[src/rtl/station_operand_set_pkg.sv]
// Shared definitions for the reservation-station operand set: entry states and
// the allocation target helper. Optional feature macro: STATION_ALLOC_BYPASS_EN.
package station_operand_set_pkg;

   typedef enum logic [1:0] {
      ST_EMPTY   = 2'd0,
      ST_WAITING = 2'd1,
      ST_READY   = 2'd2
   } entry_state_t;

   // An allocation lands in READY only when nothing is left to capture.
   function automatic entry_state_t alloc_target(input logic all_loaded);
      return all_loaded ? ST_READY : ST_WAITING;
   endfunction

endpackage

[src/rtl/station_operand_slot.sv]
// One operand of a reservation-station entry: loaded flag, value, producer tag and
// lowest-index-bus tag match. STATION_ALLOC_BYPASS_EN enables allocation-cycle snooping.
module station_operand_slot
   import station_operand_set_pkg::*;
#(
   parameter int SIZE               = 32,
   parameter int STATION_INDEX_SIZE = 1,
   parameter int BUS_COUNT          = 1
) (
   input  logic                                    clock,
   input  logic                                    reset,
   input  logic                                    clear,
   input  logic                                    alloc,
   input  logic                                    capture_en,
   input  logic                                    alloc_preload,
   input  logic [SIZE-1:0]                         alloc_value,
   input  logic [STATION_INDEX_SIZE-1:0]           alloc_source,
   input  logic [BUS_COUNT-1:0]                    bus_asserted,
   input  logic [STATION_INDEX_SIZE*BUS_COUNT-1:0] bus_source,
   input  logic [SIZE*BUS_COUNT-1:0]               bus_value,
   output logic                                    alloc_loaded,
   output logic                                    loaded,
   output logic [SIZE-1:0]                         value
);

   logic [STATION_INDEX_SIZE-1:0] saved_tag;
   logic                          cap_hit;
   logic [SIZE-1:0]               cap_value;
   logic                          byp_hit;
   logic [SIZE-1:0]               byp_value;

   // Descending scan so the lowest-index matching bus is the one left standing.
   always_comb begin
      cap_hit   = 1'b0;
      cap_value = '0;
      byp_hit   = 1'b0;
      byp_value = '0;
      for (int k = BUS_COUNT - 1; k >= 0; k--) begin
         if (bus_asserted[k] &&
             bus_source[k*STATION_INDEX_SIZE +: STATION_INDEX_SIZE] == saved_tag) begin
            cap_hit   = 1'b1;
            cap_value = bus_value[k*SIZE +: SIZE];
         end
         if (bus_asserted[k] &&
             bus_source[k*STATION_INDEX_SIZE +: STATION_INDEX_SIZE] == alloc_source) begin
            byp_hit   = 1'b1;
            byp_value = bus_value[k*SIZE +: SIZE];
         end
      end
   end

`ifdef STATION_ALLOC_BYPASS_EN
   assign alloc_loaded = alloc_preload | byp_hit;
`else
   assign alloc_loaded = alloc_preload;
`endif

   always_ff @(posedge clock) begin
      if (reset) begin
         loaded    <= 1'b0;
         value     <= '0;
         saved_tag <= '0;
      end else if (clear) begin
         loaded <= 1'b0;
      end else if (alloc) begin
         saved_tag <= alloc_source;
         if (alloc_preload) begin
            loaded <= 1'b1;
            value  <= alloc_value;
         end else begin
`ifdef STATION_ALLOC_BYPASS_EN
            loaded <= byp_hit;
            if (byp_hit)
               value <= byp_value;
`else
            loaded <= 1'b0;
`endif
         end
      end else if (capture_en && !loaded && cap_hit) begin
         loaded <= 1'b1;
         value  <= cap_value;
      end
   end

endmodule

[src/rtl/station_operand_set.sv]
// Reservation-station entry: EMPTY/WAITING/READY control around OPERAND_COUNT operand
// slots. STATION_ALLOC_BYPASS_EN lets operands capture a bus result while allocating.
module station_operand_set
   import station_operand_set_pkg::*;
#(
   parameter int SIZE               = 32,
   parameter int STATION_INDEX_SIZE = 1,
   parameter int BUS_COUNT          = 1,
   parameter int OPERAND_COUNT      = 2
) (
   input  logic                                        clock,
   input  logic                                        reset,
   input  logic                                        alloc_valid,
   output logic                                        alloc_ready,
   input  logic [OPERAND_COUNT-1:0]                    alloc_preload,
   input  logic [SIZE*OPERAND_COUNT-1:0]               alloc_value,
   input  logic [STATION_INDEX_SIZE*OPERAND_COUNT-1:0] alloc_source,
   input  logic                                        dispatch,
   input  logic                                        flush,
   output logic                                        occupied,
   output logic                                        ready,
   output logic [OPERAND_COUNT-1:0]                    loaded,
   output logic [SIZE*OPERAND_COUNT-1:0]               value,
   input  logic [BUS_COUNT-1:0]                        bus_asserted,
   input  logic [STATION_INDEX_SIZE*BUS_COUNT-1:0]     bus_source,
   input  logic [SIZE*BUS_COUNT-1:0]                   bus_value
);

   entry_state_t             state;
   entry_state_t             state_next;
   logic                     clear;
   logic                     alloc;
   logic                     capture_en;
   logic [OPERAND_COUNT-1:0] alloc_loaded;

   always_ff @(posedge clock) begin
      if (reset)
         state <= ST_EMPTY;
      else
         state <= state_next;
   end

   always_comb begin
      state_next = state;
      if (flush) begin
         state_next = ST_EMPTY;
      end else begin
         case (state)
            ST_EMPTY:   if (alloc_valid) state_next = alloc_target(&alloc_loaded);
            ST_WAITING: if (&loaded)     state_next = ST_READY;
            ST_READY:   if (dispatch)    state_next = ST_EMPTY;
            default:                     state_next = ST_EMPTY;
         endcase
      end
   end

   // A dispatched or flushed entry empties its slots; allocation only from EMPTY.
   always_comb begin
      alloc_ready = (state == ST_EMPTY);
      occupied    = (state != ST_EMPTY);
      ready       = (state == ST_READY);
      clear       = flush | (dispatch & (state == ST_READY));
      alloc       = alloc_valid & (state == ST_EMPTY) & ~flush;
      capture_en  = (state == ST_WAITING);
   end

   for (genvar i = 0; i < OPERAND_COUNT; i++) begin : g_slot
      station_operand_slot #(
         .SIZE               (SIZE),
         .STATION_INDEX_SIZE (STATION_INDEX_SIZE),
         .BUS_COUNT          (BUS_COUNT)
      ) u_slot (
         .clock         (clock),
         .reset         (reset),
         .clear         (clear),
         .alloc         (alloc),
         .capture_en    (capture_en),
         .alloc_preload (alloc_preload[i]),
         .alloc_value   (alloc_value[i*SIZE +: SIZE]),
         .alloc_source  (alloc_source[i*STATION_INDEX_SIZE +: STATION_INDEX_SIZE]),
         .bus_asserted  (bus_asserted),
         .bus_source    (bus_source),
         .bus_value     (bus_value),
         .alloc_loaded  (alloc_loaded[i]),
         .loaded        (loaded[i]),
         .value         (value[i*SIZE +: SIZE])
      );
   end

endmodule
[config.mk]
export PLATFORM = sky130hd
export DESIGN_NAME = station_operand_set
export DESIGN_NICKNAME = d
export VERILOG_FILES = /design/src/rtl/station_operand_set_pkg.sv /design/src/rtl/station_operand_slot.sv /design/src/rtl/station_operand_set.sv
export SDC_FILE = /design/constraint.sdc
export NUM_CORES = 1
export LEC_CHECK = 0
export BUFFER_PORTS_ARGS = -buffer_cell sky130_fd_sc_hd__buf_4
export CORE_MARGIN = 2
export CORE_UTILIZATION = 25
export CTS_CLUSTER_DIAMETER = 200
export CTS_CLUSTER_SIZE = 40
export DETAILED_ROUTE_END_ITERATION = 6
export MAX_ROUTING_LAYER = met4
export SYNTH_ARGS = -nofsm -noshare
export SYNTH_HDL_FRONTEND = slang
export SYNTH_SLANG_ARGS = --single-unit
[constraint.sdc]
create_clock -name clock -period 2.35 [get_ports clock]
set_clock_uncertainty 0.1 [all_clocks]
set_input_delay 0.47 -clock clock [delete_from_list [all_inputs] [get_ports clock]]
set_output_delay 0.47 -clock clock [all_outputs]
set_load 0.01 [all_outputs]
==> results.json <==
{
  "status": "complete, no violations",
  "p_leak_nw": 2.05,
  "ys_types": 25,
  "layout_commonest_cell": "buf_4",
  "grt_pass1_wl_um": 19500,
  "cts_tree": "yes",
  "routed.top_layer": "met4",
  "post-route-period-util_pct": 86.1,
  "dr_wl_met2_um": 6210,
  "slew_viol_final": 0,
  "cp_top_family": "simple AND/OR/NAND/NOR gates",
  "placedCellCount": 699,
  "synth_top_family_by_area": "compound AO/OA/AOI/OAI gates",
  "final_cells": 714,
  "antenna_cells": 0,
  "peakVddDrop_mv": 0.343,
  "clkLatencyLatePin_ps": 320,
  "utilization_pct": 39.4,
  "core_area_sq_mm": 0.0132,
  "critical_path_buf_inv_count": 1,
  "cts_buffers": 9,
  "grt_max_degree": 67,
  "syn_nets": 487,
  "synthMuxAreaShare_pct": 0.298,
  "holdWs_ps": 302,
  "preCtsSetupSlack_ps": 128,
  "synth_cells": 380,
  "period_needed_ps": 2020,
  "portBuffers": 175,
  "hold_path_class": "in -> reg",
  "start_kind": "flip-flop",
  "first_pass_iters": 5,
  "gp_congestion": 0.836,
  "drive_gt1_share_pct": 39.6,
  "nNetsFinal": 641,
  "ctsHoldBuffers": 0,
  "drtAntennaViolNets": 0,
  "setup_viol": 0,
  "crit_required_ps": 2480,
  "ys_ff_latch": 70,
  "htreeDepth": 3,
  "seq_area_frac_synth_pct": 41.7,
  "cp.arrival_ps": 2150,
  "cts_max_path_buffers": 2,
  "dieArea_sq_mm": 0.0144,
  "setup_tns_ps": 0,
  "dp_hpwl_um": 9010,
  "cts_resized": 0,
  "cts-root-buf": "clkbuf_16",
  "nFillCells": 1351,
  "ios": 176,
  "finalWirelength_um": 13000,
  "ys_warn_count": 0,
  "avgRoutedWirePerCell_um": 18.2,
  "synth-simple-area-share_pct": 9.26,
  "critPathSlowestCell": "or4b_4",
  "total_power_mw": 3.38,
  "setup_slack_ps": 327,
  "powerDensity_mw_per_mm2": 651,
  "crit_type": "reg -> reg",
  "worst-path-max-fanout": 22,
  "path_cells": "or4b_4 > o32ai_4 > buf_4 > a21oi_1 > a211oi_1",
  "most-common-layout-cells": "buf_4 (186), dfxtp_1 (70), a21oi_1 (68), a22oi_1 (64), a211oi_1 (64)",
  "num_vias": 3684,
  "drc_errors": 0,
  "initial_utilization_pct": 25.5,
  "clock-sinks": 70,
  "synth_compound_area_share_pct": 40.7,
  "row_count": 42,
  "die_y_um": 120,
  "max_stage_delay_ps": 600,
  "tightest_slew_ps": 407,
  "clock.fmax_mhz": 494,
  "path_clk_slew_ps": 60,
  "final_area_sq_mm": 0.00519,
  "first_iter_violations": 176,
  "netlist_area_sq_mm": 0.00336,
  "wl_met3_um": 889,
  "rsz0062_at_grt": "no",
  "grt_pass1_vias": 3636,
  "post_dp_cell_area_sq_mm": 0.00487,
  "post-cts-setup-buffers": 0,
  "via_per_inst": 5.16,
  "track_usage_pct": 17.8,
  "dieWidth_um": 120,
  "hold_viol": 0,
  "maxCapViolCount": 0,
  "area_growth_pct": 54.5,
  "avgSynthCellArea_sq_um": 8.85,
  "relSlewSlack_pct": 72.9,
  "critPathCaptureType": "flip-flop",
  "grt_overflow": 0,
  "synth_fa_ha_area_share_pct": 0,
  "wl_met1_um": 5560,
  "synth_xor_area_share_pct": 0.521,
  "antenna_found_initial": 0
}
power by group:
part           total (mW)  switching (mW)  internal (mW)
sequential           1.27          0.0331           1.24
clock                1.48           0.521          0.954
combinational       0.636           0.320          0.317
metal layers:
metal	vias up	track usage, %
li1	1761	-
met1	1743	21.7
met2	160	28.1
met3	20	4.85
met4	0	6.62
met5	-	-
final timing paths:
path,startpoint,end,cells past startpoint,slack (ps)
worst max-delay path,state[0]$_SDFFE_PP0P_,g_slot[0].u_slot.value[0]$_SDFFE_PP0P_,5,330
worst min-delay path,flush,state[1]$_SDFFE_PP0P_,2,300
worst max register to register,state[0]$_SDFFE_PP0P_,g_slot[0].u_slot.value[0]$_SDFFE_PP0P_,5,330
worst min register to register,g_slot[1].u_slot.saved_tag$_SDFFE_PP0P_,g_slot[1].u_slot.saved_tag$_SDFFE_PP0P_,2,370
cell type report:
class | count | area, sq um | share of cell area [%]
tap | 176 | 220 | 4.24
sequential | 70 | 1400 | 27.0
inverter | 4 | 15.0 | 0.289
multi-input combinational | 258 | 1740 | 33.5
clock inverter | 5 | 83.8 | 1.61
timing repair buffer | 191 | 1500 | 28.8
clock buffer | 10 | 239 | 4.60
cells by family after synthesis:
family	count (synthesis)
DFF	70
AOI/OAI and AO/OA	202
and+or+nand+nor	53
muxes	1
buffers and inverters	52
xor gates and xnor gates	2
state kept, by name (all words and copies together), names as in the netlist:
signal,cells
g_slot.u_slot.loaded,2
g_slot.u_slot.value,64
g_slot.u_slot.saved_tag,2
state,2
synth_stat cells, drive strengths merged:
library cell / n / share of area (%)
dfxtp: 70 / 42
a21oi: 69 / 10
a211oi: 64 / 14
a22oi: 64 / 14
and2: 34 / 6.3
clkbuf: 25 / 2.8
buf: 23 / 4.4
nor2: 5 / 0.56
inv: 4 / 0.45
nand2: 4 / 0.45
nor3: 4 / 0.60
nand3: 2 / 0.30
o21ai: 2 / 0.30
o32ai: 2 / 1.3
xor2: 2 / 0.52
a21o: 1 / 0.22
mux2i: 1 / 0.30
nand3b: 1 / 0.22
nor2b: 1 / 0.19
nor3b: 1 / 0.22
or4b: 1 / 0.41
Note: power is estimated with default switching activity, not from simulation.
